**config.mk**
```make
export PLATFORM = sky130hd
export DESIGN_NAME = segway_math_pipe
export DESIGN_NICKNAME = d
export VERILOG_FILES = /design/src/rtl/segway_pkg.sv /design/src/rtl/segway_math_pipe_torque_shaper.sv /design/src/rtl/segway_math_pipe.sv
export SDC_FILE = /design/constraint.sdc
export NUM_CORES = 1
export LEC_CHECK = 0
export ABC_AREA = 1
export CAP_MARGIN = 30
export CORE_UTILIZATION = 40
export DETAILED_ROUTE_END_ITERATION = 10
export PLACE_DENSITY = 0.71
export SLEW_MARGIN = 10
export SYNTH_ARGS = -nofsm -noshare
export SYNTH_HDL_FRONTEND = slang
export SYNTH_SLANG_ARGS = --single-unit
```
**constraint.sdc**
```tcl
create_clock -name clk -period 4.6 [get_ports clk]
set_input_delay 0.46 -clock clk [delete_from_list [all_inputs] [get_ports clk]]
set_output_delay 0.46 -clock clk [all_outputs]
set_load 0.01 [all_outputs]
```
**src/rtl/segway_pkg.sv**
```systemverilog
// Shared constants and helpers for the segway math pipeline.
package segway_pkg;

    localparam int MIN_DUTY        = 'h0A8;
    localparam int LOW_TORQUE_BAND = 42;
    localparam int GAIN_MULT       = 4;
    localparam int STEER_MIN       = 'h200;
    localparam int STEER_MAX       = 'hE00;
    localparam int FAST_THR        = 1536;
    localparam int SLEW_STEP       = 16;

    // Clamp a signed value into the range of a w-bit two's complement number.
    function automatic int saturate(input int v, input int w);
        int hi;
        int lo;
        hi = (1 << (w - 1)) - 1;
        lo = -(1 << (w - 1));
        if (v > hi) begin
            return hi;
        end else if (v < lo) begin
            return lo;
        end
        return v;
    endfunction

endpackage

```
**src/rtl/segway_math_pipe_torque_shaper.sv**
```systemverilog
// Dead-zone / low-torque gain shaping for one motor side; output is zero when disabled.
module torque_shaper
    import segway_pkg::*;
#(
    parameter int W               = 13,
    parameter int MIN_DUTY        = segway_pkg::MIN_DUTY,
    parameter int LOW_TORQUE_BAND = segway_pkg::LOW_TORQUE_BAND,
    parameter int GAIN_MULT       = segway_pkg::GAIN_MULT
) (
    input  logic signed [W-1:0] t_i,
    input  logic                en_i,
    output logic signed [W-1:0] t_o
);

    localparam logic signed [W-1:0] MIN_C  = W'(MIN_DUTY);
    localparam logic        [W-1:0] BAND_C = W'(LOW_TORQUE_BAND);
    localparam logic signed [W-1:0] GAIN_C = W'(GAIN_MULT);

    logic [W-1:0] mag;

    always_comb begin
        mag = t_i[W-1] ? -t_i : t_i;
        t_o = '0;
        if (en_i) begin
            if (mag > BAND_C) begin
                t_o = t_i[W-1] ? (t_i - MIN_C) : (t_i + MIN_C);
            end else begin
                t_o = t_i * GAIN_C;
            end
        end
    end

endmodule

```
**src/rtl/segway_math_pipe.sv**
```systemverilog
// Balance-control math pipeline: soft-start, steering mix, shaping, saturation.
// Define SEGWAY_SLEW_LIMIT_EN to add an output slew-limit stage (one extra cycle of latency).
module segway_math_pipe
    import segway_pkg::*;
#(
    parameter int SPD_W           = 12,
    parameter int SS_W            = 8,
    parameter int MIN_DUTY        = segway_pkg::MIN_DUTY,
    parameter int LOW_TORQUE_BAND = segway_pkg::LOW_TORQUE_BAND,
    parameter int GAIN_MULT       = segway_pkg::GAIN_MULT,
    parameter int STEER_MIN       = segway_pkg::STEER_MIN,
    parameter int STEER_MAX       = segway_pkg::STEER_MAX,
`ifdef SEGWAY_SLEW_LIMIT_EN
    parameter int SLEW_STEP       = segway_pkg::SLEW_STEP,
`endif
    parameter int FAST_THR        = segway_pkg::FAST_THR
) (
    input  logic                    clk,
    input  logic                    rst,
    input  logic                    vld,
    input  logic signed [SPD_W-1:0] PID_cntrl,
    input  logic        [SPD_W-1:0] steer_pot,
    input  logic                    en_steer,
    input  logic                    pwr_up,
    output logic signed [SPD_W-1:0] lft_spd,
    output logic signed [SPD_W-1:0] rght_spd,
    output logic                    too_fast,
    output logic                    spd_vld
);

    localparam int PROD_W = SPD_W + SS_W + 1;
    localparam int TW     = SPD_W + 1;

    localparam logic        [SPD_W-1:0] STEER_MIN_C = SPD_W'(STEER_MIN);
    localparam logic        [SPD_W-1:0] STEER_MAX_C = SPD_W'(STEER_MAX);
    localparam logic signed [TW-1:0]    CENTER_C    = TW'((1 << (SPD_W - 1)) - 1);
    localparam logic signed [SPD_W-1:0] FAST_C      = SPD_W'(FAST_THR);

    // Soft-start counter
    logic [SS_W-1:0] ss_q, ss_d;

    always_comb begin
        ss_d = ss_q;
        if (!pwr_up) begin
            ss_d = '0;
        end else if (vld && (ss_q != '1)) begin
            ss_d = ss_q + 1'b1;
        end
    end

    // S1: soft-start scale and steering ratio
    logic signed [PROD_W-1:0] pid_x, ss_x, prod;
    logic signed [SPD_W-1:0]  pid_ss_d, pid_ss_q;
    logic        [SPD_W-1:0]  steer_clip;
    logic signed [TW-1:0]     cen, ratio_d, ratio_q;
    logic                     pwr1_q, en1_q, v1_q;

    always_comb begin
        pid_x    = PROD_W'(PID_cntrl);
        ss_x     = $signed(PROD_W'({1'b0, ss_q}));
        prod     = pid_x * ss_x;
        pid_ss_d = SPD_W'(prod >>> SS_W);
        if (steer_pot < STEER_MIN_C) begin
            steer_clip = STEER_MIN_C;
        end else if (steer_pot > STEER_MAX_C) begin
            steer_clip = STEER_MAX_C;
        end else begin
            steer_clip = steer_pot;
        end
        cen     = $signed({1'b0, steer_clip}) - CENTER_C;
        ratio_d = (cen >>> 3) + (cen >>> 4);
    end

    // S2: steering mix and per-side shaping
    logic signed [TW-1:0] p_ext, lft_t, rght_t, lft_sh, rght_sh, lft2_q, rght2_q;
    logic                 v2_q;

    always_comb begin
        p_ext  = TW'(pid_ss_q);
        lft_t  = en1_q ? (p_ext + ratio_q) : p_ext;
        rght_t = en1_q ? (p_ext - ratio_q) : p_ext;
    end

    torque_shaper #(
        .W              (TW),
        .MIN_DUTY       (MIN_DUTY),
        .LOW_TORQUE_BAND(LOW_TORQUE_BAND),
        .GAIN_MULT      (GAIN_MULT)
    ) u_shape_lft (
        .t_i (lft_t),
        .en_i(pwr1_q),
        .t_o (lft_sh)
    );

    torque_shaper #(
        .W              (TW),
        .MIN_DUTY       (MIN_DUTY),
        .LOW_TORQUE_BAND(LOW_TORQUE_BAND),
        .GAIN_MULT      (GAIN_MULT)
    ) u_shape_rght (
        .t_i (rght_t),
        .en_i(pwr1_q),
        .t_o (rght_sh)
    );

    // S3: saturation and over-speed detection
    logic signed [SPD_W-1:0] lft_sat, rght_sat;
    logic                    tf_d;

    always_comb begin
        lft_sat  = SPD_W'(saturate(int'(lft2_q), SPD_W));
        rght_sat = SPD_W'(saturate(int'(rght2_q), SPD_W));
        tf_d     = (lft_sat > FAST_C) | (rght_sat > FAST_C);
    end

    logic signed [SPD_W-1:0] lft_q, rght_q;
    logic                    tf_q, vld_q;

    always_ff @(posedge clk or posedge rst) begin
        if (rst) begin
            ss_q     <= '0;
            pid_ss_q <= '0;
            ratio_q  <= '0;
            pwr1_q   <= 1'b0;
            en1_q    <= 1'b0;
            v1_q     <= 1'b0;
            lft2_q   <= '0;
            rght2_q  <= '0;
            v2_q     <= 1'b0;
        end else begin
            ss_q <= ss_d;
            v1_q <= vld;
            v2_q <= v1_q;
            if (vld) begin
                pid_ss_q <= pid_ss_d;
                ratio_q  <= ratio_d;
                pwr1_q   <= pwr_up;
                en1_q    <= en_steer;
            end
            if (v1_q) begin
                lft2_q  <= lft_sh;
                rght2_q <= rght_sh;
            end
        end
    end

`ifdef SEGWAY_SLEW_LIMIT_EN
    localparam logic signed [TW-1:0] STEP_C = TW'(SLEW_STEP);

    logic signed [SPD_W-1:0] lft3_q, rght3_q;
    logic                    tf3_q, pwr2_q, pwr3_q, v3_q;

    function automatic logic signed [SPD_W-1:0] slew_next(input logic signed [SPD_W-1:0] tgt,
                                                          input logic signed [SPD_W-1:0] prev);
        logic signed [TW-1:0] diff;
        diff = TW'(tgt) - TW'(prev);
        if (diff > STEP_C) begin
            diff = STEP_C;
        end else if (diff < -STEP_C) begin
            diff = -STEP_C;
        end
        return SPD_W'(TW'(prev) + diff);
    endfunction

    // S4: a powered-down sample snaps to zero rather than ramping.
    always_ff @(posedge clk or posedge rst) begin
        if (rst) begin
            pwr2_q  <= 1'b0;
            pwr3_q  <= 1'b0;
            lft3_q  <= '0;
            rght3_q <= '0;
            tf3_q   <= 1'b0;
            v3_q    <= 1'b0;
            lft_q   <= '0;
            rght_q  <= '0;
            tf_q    <= 1'b0;
            vld_q   <= 1'b0;
        end else begin
            v3_q  <= v2_q;
            vld_q <= v3_q;
            if (v1_q) begin
                pwr2_q <= pwr1_q;
            end
            if (v2_q) begin
                lft3_q  <= lft_sat;
                rght3_q <= rght_sat;
                tf3_q   <= tf_d;
                pwr3_q  <= pwr2_q;
            end
            if (v3_q) begin
                lft_q  <= pwr3_q ? slew_next(lft3_q, lft_q) : '0;
                rght_q <= pwr3_q ? slew_next(rght3_q, rght_q) : '0;
                tf_q   <= tf3_q;
            end
        end
    end
`else
    always_ff @(posedge clk or posedge rst) begin
        if (rst) begin
            lft_q  <= '0;
            rght_q <= '0;
            tf_q   <= 1'b0;
            vld_q  <= 1'b0;
        end else begin
            vld_q <= v2_q;
            if (v2_q) begin
                lft_q  <= lft_sat;
                rght_q <= rght_sat;
                tf_q   <= tf_d;
            end
        end
    end
`endif

    assign lft_spd  = lft_q;
    assign rght_spd = rght_q;
    assign too_fast = tf_q;
    assign spd_vld  = vld_q;

endmodule

```
; Word-level counts from Yosys, hierarchy flattened
; Cells that the tools add are included.
[op_classes]
add_sub_neg = 11
mul = 1
order_cmp = 10
n_eq_ne = 2
muxes = 24
bitwise_logic = 1
reduce_logical = 1
[op_table]
columns = op, n
row1 = $mux 13, 10
row2 = $mux 12, 8
row3 = $gt 12x12->1 const B, 3
row4 = $add 13x9->13 const B, 2
row5 = $gt 13x12->1 const B, 2
row6 = $gt 13x6->1 const B, 2
row7 = $lt 13x12->1 const B, 2
row8 = $neg 13->13, 2
row9 = $sub 13x9->13 const B, 2
row10 = $mul 12x9->20, 1
row11 = $mux 8, 2
row12 = $add 12x13->13, 1
row13 = $sub 12x11->13 const B, 1
row14 = $sub 12x13->13, 1
row15 = $lt 12x10->1 const B, 1
row16 = $add 10x9->11, 1
row17 = $add 8x1->8 const B, 1
row18 = $ne 8x8->1 const B, 1
row19 = $mux 1, 4
row20 = $ne 2x1->1 const B, 1
row21 = $logic_and 1x1->1, 1
row22 = $or 1x1->1, 1
[word_totals]
regBits = 89
inputBits = 29
output_inout_bits = 26
word_cells = 63

; Depth between registers and ports, before layout
; Gate-level depths: netlist of run 1.
[logic_depth]
depth_word = 7
mapped_depth = 27

; By module
; Synthesis of run 1 repeated with hierarchy kept, for this count alone.
[hier_totals]
cells_unflattened = 1670
hier_area_um2 = 11237.0
[by_module_without_submodules]
columns = mod, instances, cells_per_inst, area_per_inst_um2
row1 = segway_math_pipe, 1, 1264, 9142.5
row2 = torque_shaper at u_shape_lft, 1, 207, 1063.5
row3 = torque_shaper at u_shape_rght, 1, 199, 1031.0

; Worst setup path before layout of run 1
; No wires, ideal clock.
[synth_timing]
path_kind = flip-flop to flip-flop
startpoint = register ss_q[0]
endpoint = register pid_ss_q[11]
setup_time_ns = 0.118
t_arrival_ns = 4.268
required_ns = 4.482
path_slack_ns = 0.214
stages_incl_launch_ff = 18
n_path_buf = 1
period_less_slack_ns = 4.386
path_cell_list = dfrtp_1 -> clkbuf_1 -> nand2_1 -> inv_1 -> fa_1 -> fa_1 -> inv_1 -> fa_1 -> inv_1 -> fa_1 -> ha_1 -> nand2_1 -> o41ai_1 -> nand2_1 -> nand2_1 -> nand2_1 -> nand3_1 -> nand2_1
[synth_via]
elab_chain_cells = 1
[synth_rtl]
columns = item, line
row1 = from (decl), segway_math_pipe.sv:40  ; logic [SS_W-1:0] ss_q, ss_d;
row2 = from (signal assigned), segway_math_pipe.sv:131  ; ss_q <= ss_d;
row3 = $mul 12x9->20, segway_math_pipe.sv:61  ; prod = pid_x * ss_x;
row4 = to (signal assigned), segway_math_pipe.sv:135  ; pid_ss_q <= pid_ss_d;
row5 = to (decl), segway_math_pipe.sv:53  ; logic signed [SPD_W-1:0] pid_ss_d, pid_ss_q;
; No other way between the ends.
; A chain may end at the register's enable or synchronous reset.

; Worst setup path in the final report of run 1
[layout_timing]
startpoint = input port PID_cntrl[5]
endpoint = register pid_ss_q[7]
[layout_via]
elab_chain_cells = 1
[layout_rtl]
columns = item, line
row1 = from (decl), segway_math_pipe.sv:21  ; input logic signed [SPD_W-1:0] PID_cntrl,
row2 = $mul 12x9->20, segway_math_pipe.sv:61
; No other way between the ends.

==> results of run 1 <==
## power by group through the flow
stage	Sequential, mW	Combinational [mW]	Clock (mW)
floorplan	1.12	1.63	0
global placement	1.11	2.19	0
detailed placement	1.11	2.22	0
CTS	1.10	2.24	0.757
global route	1.13	2.54	0.790
finish	1.10	2.25	0.736
## path summary, 6_finish.rpt
kind                         startpoint           to  slack [ps]  cells after the start
max                        PID_cntrl[5]  pid_ss_q[7]         190                     19
min in group clk                   v1_q         v2_q         400                      0
min reg2reg                        v1_q         v2_q         400                      0
min                                 rst         v2_q         350                      2
max in group asynchronous           rst      ss_q[0]        3520                      3
max reg2reg                     ss_q[1]  pid_ss_q[7]         260                     19
## per-layer routing
| metal | part of all wire (%) | GRT usage, % |
|---|---|---|
| met5 | 0 | 0 |
| met4 | 2.3 | 5.81 |
| met3 | 4.6 | 3.17 |
| met2 | 46 | 32.1 |
| met1 | 47 | 25.5 |
## worst register-to-register path: stages (launching register included)
cell and delay, ps:
dfrtp_2 460, buf_4 220, nand2_1 90, fa_1 510, fa_1 520, inv_1 50
ha_1 280, inv_1 50, fa_1 520, inv_1 40, ha_1 260, a21oi_1 70
buf_4 150, inv_1 50, a21oi_1 80, o41ai_2 390, buf_4 170, buf_4 100
xnor2_1 90, o21ai_0 80
## cell type report
type | instances | area (um2)
clock buffers | 9 | 225
clock inverters | 7 | 70.1
fillers | 2602 | 13900
inverters | 294 | 1110
multi-input cells | 1116 | 7240
flip-flops and latches | 87 | 2180
well taps | 335 | 419
repair buffers | 124 | 1090
## cells by family after synthesis
| family | share of synthesized area (%) |
|---|---|
| flip-flops | 20.3 |
| AND/OR/NAND/NOR | 29.8 |
| buffers and inverters | 12.9 |
| AO/OA/AOI/OAI | 9.14 |
| adder cells (fa/ha/maj) | 24.8 |
| XOR/XNOR | 3.02 |
## through the flow
step | power, mW | TNS, ps | hold slack, ps
floorplan | 2.75 | 0 | 352
detailed placement | 3.34 | -3310 | 392
CTS | 4.10 | 0 | 342
global placement | 3.29 | -2420 | 383
finish | 4.09 | 0 | 346
global route | 4.46 | -21.1 | 351
## repair_timing
item                       4_1_cts  5_1_grt
gates resized for setup          1       23
pin swaps                        0        3
setup endpoints to repair        1       10
## sequential cells by signal, summed over array words and instances, names as in the netlist
| register | count |
|---|---|
| en1_q | 1 |
| v2_q | 1 |
| ratio_q | 11 |
| v1_q | 1 |
| pwr1_q | 1 |
| pid_ss_q | 12 |
| too_fast | 1 |
| lft_spd | 12 |
| lft2_q | 13 |
| ss_q | 8 |
| rght_spd | 12 |
| spd_vld | 1 |
| rght2_q | 13 |
## cells in the mapped netlist (all sizes together) (7+ instances only)
cell type	n
nand2	462
inv	291
nand3	129
nor2	114
dfrtp	87
ha	85
fa	80
a21oi	78
o21ai	53
clkbuf	33
xor2	21
buf	18
nand4	18
xnor2	16
nor3	9
o21bai	8
a31oi	7
or2	7
==> summary.md, run 1 <==
| Metric | Value |
|---|---|
| Status | finished, violations left |
| Failing checks | DRC |
| Synth Instances | between 1,500 and 2,000 |
| Distinct cell type count after synthesis | between 50 and 60 |
| Final #Nets | 1,826 |
| Endpoints failing hold | 0 |
| Sink Count | 87 |
| Worst-Margin Slew | 816 ps |
| Logic pwr share | 55.1% |
| Endpoint class of the critical path | flop |
| Top post-synthesis cells by area | dfrtp_1, nand2_1, fa_1, ha_1, inv_1 |
| Synth Flop Type | dfrtp_1 |
| Port Buf Inserts | 54 |
| Sw power | about 1.9 mW |
| Final wirelength | between 20,000 and 30,000 um |
| Initial DRT Pass Iterations | 9 |
| Starting density of the core | between 40 and 50% |
| Synth Net Count | roughly 1,700 |
| WL/cell | 12.9 um |
| Crit start category | input pin |
| Post-CTS Setup Bufs | 0 |
| Vias in the first global route | 9,468 |
| Initial antenna violation count | 0 |
| DRC errors left | 5 |
| Sequential power share | between 20 and 30% |
| Crit path largest cell delay | around 600 ps |
| CTS tree | done |
| Asr flop ratio synth | 100% |
| Final Util | 47.1% |
| Top-Level Pins | 55 |
| Max cap viols | 0 |
| Synth warnings | 0 |
| Ratio of cells with drive above 1 in the final layout | between 10% and 20% |
| DIE HEIGHT | 166 um |
| Dpl cell area | around 12,000 um2 |
| Buf+Inv Stages, Crit Path | 7 |
| Max IR drop VDD | ~0.22 mV |
| Cell family with most CP delay | adder cells |
| Final GP Congestion | about 0.9 |
| First-pass GRT wire length | about 44,000 um |
| Synthesized area | 10,700 um2 |
| Worst hold path type | input pin to asynchronous set/reset pin |
| Non-filler cells, final | between 1,500 and 2,000 |
| Skew final | ~9.8 ps |
| Leading cell types in the layout, fill and taps excluded | nand2_1, inv_1, nand3_1 |
| Max clock buf depth | 2 |
| Critical path cell sequence | clkdlybuf4s50_1, buf_4, nand2_1, inv_1, fa_1, inv_1, fa_1, fa_1, inv_1, fa_1, ha_4, a21oi_1, o21ai_0, a21oi_1, o41ai_2, buf_4, buf_4, xnor2_1, o21ai_0 |
| Core area | ~26,000 um2 |
| Worst Path Required | 4810 ps |
| Root Driver | clkbuf_16 |
| Worst-Skew Late Latency | 360 ps |
| CTS Buf Count | 9 |
| Final Slew Violations | 0 |
| Kind of critical path | input pin to flop |
| Seq/Total Area, Yosys | between 20 and 25% |
| P_int | between 2 and 2.5 mW |
| Yosys top cell by area | dfrtp_1 |
| H-Tree Level Count | 3 |
| Grt ovf | 0 |
| Power share of the clock group | 18.0% |
| Dpl ws | -404 ps |
| Core Rows | 59 |
| Commonest non-fill, non-tap cell in the layout | nand2_1 |
| DIE WIDTH | between 150 and 200 um |
| Die area | ~27,000 um2 |
| Leak Pwr | around 7 nW |
| Post-synth top area share | between 20% and 30% |
| FF+latch count, synth | 87 |
| DR vias | 9,833 |
| Placed Cells | 1,956 |
| Vias per inst | approximately 5 |
| CP Max Fanout | 4 |
| Fmax | between 200 and 250 MHz |
| Final ANT Viol Nets | 0 |
| Worst setup margin | 194 ps |
| Global-route total usage across every layer | 19.2% |
| Power per cell area | between 300 and 400 nW/um2 |
| CP most frequent cell | fa_1 |
| Mapped Avg Cell Area | between 6 and 7 um2 |
| Post-route cell area | about 12,000 um2 |
| CP arrival | 4610 ps |
| Layout area overhead | 15.0% |
| ANT cells | 0 |
| Period Utilization, post-route | between 90% and 100% |
| Post-DP HPWL | 20,800 um |
| Final setup vio count | 0 |
| Switch share | ~45% |
| Hold Buf Count CTS | 0 |
| Starting DRT DRC Count | between 600 and 700 |
| Fin crit period | roughly 4400 ps |
| CTS clk-pin slew, worst paths | approximately 70 ps |
| Post-synth EDFFs | 0 |
| Crit-path slowest cell | fa_1 |
| Pin count of the biggest net entering global routing | 47 |
| Max-slew headroom | between 40% and 50% |
(Power assumes the default switching activity.)
==> run 2: changes to the inputs <==
Settings changed: CAP_MARGIN 30 to 20.
==> summary.md, run 2 (synthesized netlist as in run 1, its figures left out) <==
| Metric | Value |
|---|---|
| Status | finished, violations left |
| Failing checks | DRC |
| Leak Pwr | 7.00 nW (+0.53%) |
| Skew final | 8.69 ps (-1.14 ps) |
| Root Driver | clkbuf_16 |
| Starting DRT DRC Count | 482 (-22%) |
| Global-route total usage across every layer | 19.3% (+0.068 points) |
| CP arrival | 4540 ps (-70 ps) |
| Top-Level Pins | 55 (unchanged) |
| Critical path cell sequence | nand2_1, inv_1, fa_1, inv_1, fa_1, fa_1, inv_1, fa_1, ha_1, a21oi_1, o21ai_0, a21oi_1, o41ai_2, buf_4, buf_4, xnor2_1, o21ai_0 |
| Initial DRT Pass Iterations | 10 (+1) |
| Dpl cell area | 11,900 um2 (-0.17%) |
| H-Tree Level Count | 3 (unchanged) |
| Cell family with most CP delay | adder cells |
| CP most frequent cell | fa_1 |
| Vias in the first global route | 9,481 (+0.14%) |
| Fin crit period | 4330 ps (-72.0 ps) |
| Post-route cell area | 12,300 um2 (-0.18%) |
| Fmax | 231 MHz (+1.7%) |
| Power per cell area | 332 nW/um2 (+0.19%) |
| CTS tree | done |
| Crit path largest cell delay | 540 ps (-60 ps) |
| Final #Nets | 1,826 (unchanged) |
| First-pass GRT wire length | 43,900 um (+0.16%) |
| ANT cells | 0 (unchanged) |
| Final Slew Violations | 0 (unchanged) |
| Endpoints failing hold | 0 (unchanged) |
| Max cap viols | 0 (unchanged) |
| Final setup vio count | 0 (unchanged) |
| Max clock buf depth | 2 (unchanged) |
| Worst-Skew Late Latency | 360 ps (about the same) |
| Leading cell types in the layout, fill and taps excluded | nand2_1, inv_1, nand3_1 |
| Period Utilization, post-route | 94.2% (-1.6 points) |
| WL/cell | 12.9 um (-0.26%) |
| Final GP Congestion | 0.902 (unchanged) |
| Grt ovf | 0 (unchanged) |
| Dpl ws | -378 ps (+25.6 ps) |
| Sink Count | 87 (unchanged) |
| CTS clk-pin slew, worst paths | 70 ps (about the same) |
| Worst-Margin Slew | 847 ps (+30.7 ps) |
| CTS Buf Count | 9 (unchanged) |
| Max IR drop VDD | 0.220 mV (-1.1%) |
| Pin count of the biggest net entering global routing | 56 (+19%) |
| Worst Path Required | 4800 ps (about the same) |
| DRC errors left | 5 (unchanged) |
| Core Rows | 59 (unchanged) |
| Top flop regs | lft2_q (13), rght2_q (13) |
| Crit-path slowest cell | fa_1 |
| Crit start category | flop |
| Vias per inst | 4.99 (+0.13%) |
| Port Buf Inserts | 54 (unchanged) |
| Post-DP HPWL | 20,700 um (-0.33%) |
| Endpoint class of the critical path | flop |
| Core area | 26,200 um2 (unchanged) |
| Die area | 27,500 um2 (unchanged) |
| Filler cells | 2,621 (+0.73%) |
| Starting density of the core | 41.0% (unchanged) |
| Worst setup margin | 266 ps (+72.0 ps) |
| Max-slew headroom | 43.5% (-2.0 points) |
| Layout area overhead | 14.8% |
| DIE HEIGHT | 166 um (unchanged) |
| DIE WIDTH | 166 um (unchanged) |
| Final wirelength | 25,400 um (-0.26%) |
| Ratio of cells with drive above 1 in the final layout | 10.1% (-0.24 points) |
| Worst hold path type | input pin to asynchronous set/reset pin |
| DR vias | 9,846 (+0.13%) |
| CP Max Fanout | 12 (+8) |
| Kind of critical path | flop to flop |
| Final ANT Viol Nets | 0 (unchanged) |
| Commonest non-fill, non-tap cell in the layout | nand2_1 |
| Buf+Inv Stages, Crit Path | 5 (-2) |
| Initial antenna violation count | 0 (unchanged) |
| Hold Buf Count CTS | 0 (unchanged) |
==> run 2: cell count changes in the layout (fill, tap and decap cells not counted), sizes merged <==
| cell | change |
|---|---|
| dlygate4sd2 | -1 |
| dlymetal6s2s | +3 |
| clkdlybuf4s50 | -2 |
| inv | -1 |
| clkinv | +1 |
==> run 2: worst paths after layout <==
path	start	end	slack (ps)	cells after the start
hold reg to reg	v1_q	v2_q	410	0
min in group clk	v1_q	v2_q	410	0
max in group asynchronous	rst	ss_q[4]	3270	4
setup / recovery	ss_q[5]	pid_ss_q[7]	270	17
hold / removal	rst	lft_spd[7]	320	2
setup reg to reg	ss_q[5]	pid_ss_q[7]	270	17
==> run 2: layer usage <==
metal	part of all wire (%)	routed length, um	track usage, %
met2	46	11700	32.2
met5	0	0	0
met4	1.8	449	5.32
met1	47	12000	25.9
met3	5.0	1260	3.12
==> run 2: final cells by class <==
class	count	area, um2	area share (%)
Clock buffer	9	225	1.83
Timing Repair Buffer	124	1110	9.00
Sequential cell	87	2180	17.7
Inverter	294	1110	9.03
Multi-Input combinational cell	1116	7200	58.4
Tap cell	335	419	3.40
Clock inverter	7	72.6	0.589
==> run 2: per-stage QoR <==
stage | util (%) | total power [mW] | hold slack [ps] | TNS [ps] | std cells
2_1_floorplan | - | 2.75 | 352 | 0 | 1548
3_3_place_gp | 45.6 | 3.29 | 383 | -2420 | 1955
3_5_place_dp | 45.6 | 3.34 | 393 | -3030 | 1955
4_1_cts | 46.7 | 4.10 | 413 | 0 | 1971
5_1_grt | 47.0 | 4.46 | 322 | -0.730 | 1972
6_report | 47.0 | 4.09 | 316 | 0 | 1972
==> run 2: power by group <==
| group | switching, mW | internal (mW) |
|---|---|---|
| Combinational | 1.36 | 0.886 |
| Sequential | 0.140 | 0.961 |
| Clock | 0.357 | 0.383 |
| Total | 1.86 | 2.23 |
==> run 2: what timing repair did <==
| action | 4_1_cts | 5_1_grt |
|---|---|---|
| setup endpoints to repair | 0 | 11 |
| resized for setup | 0 | 22 |
| setup buffers | 0 | 0 |
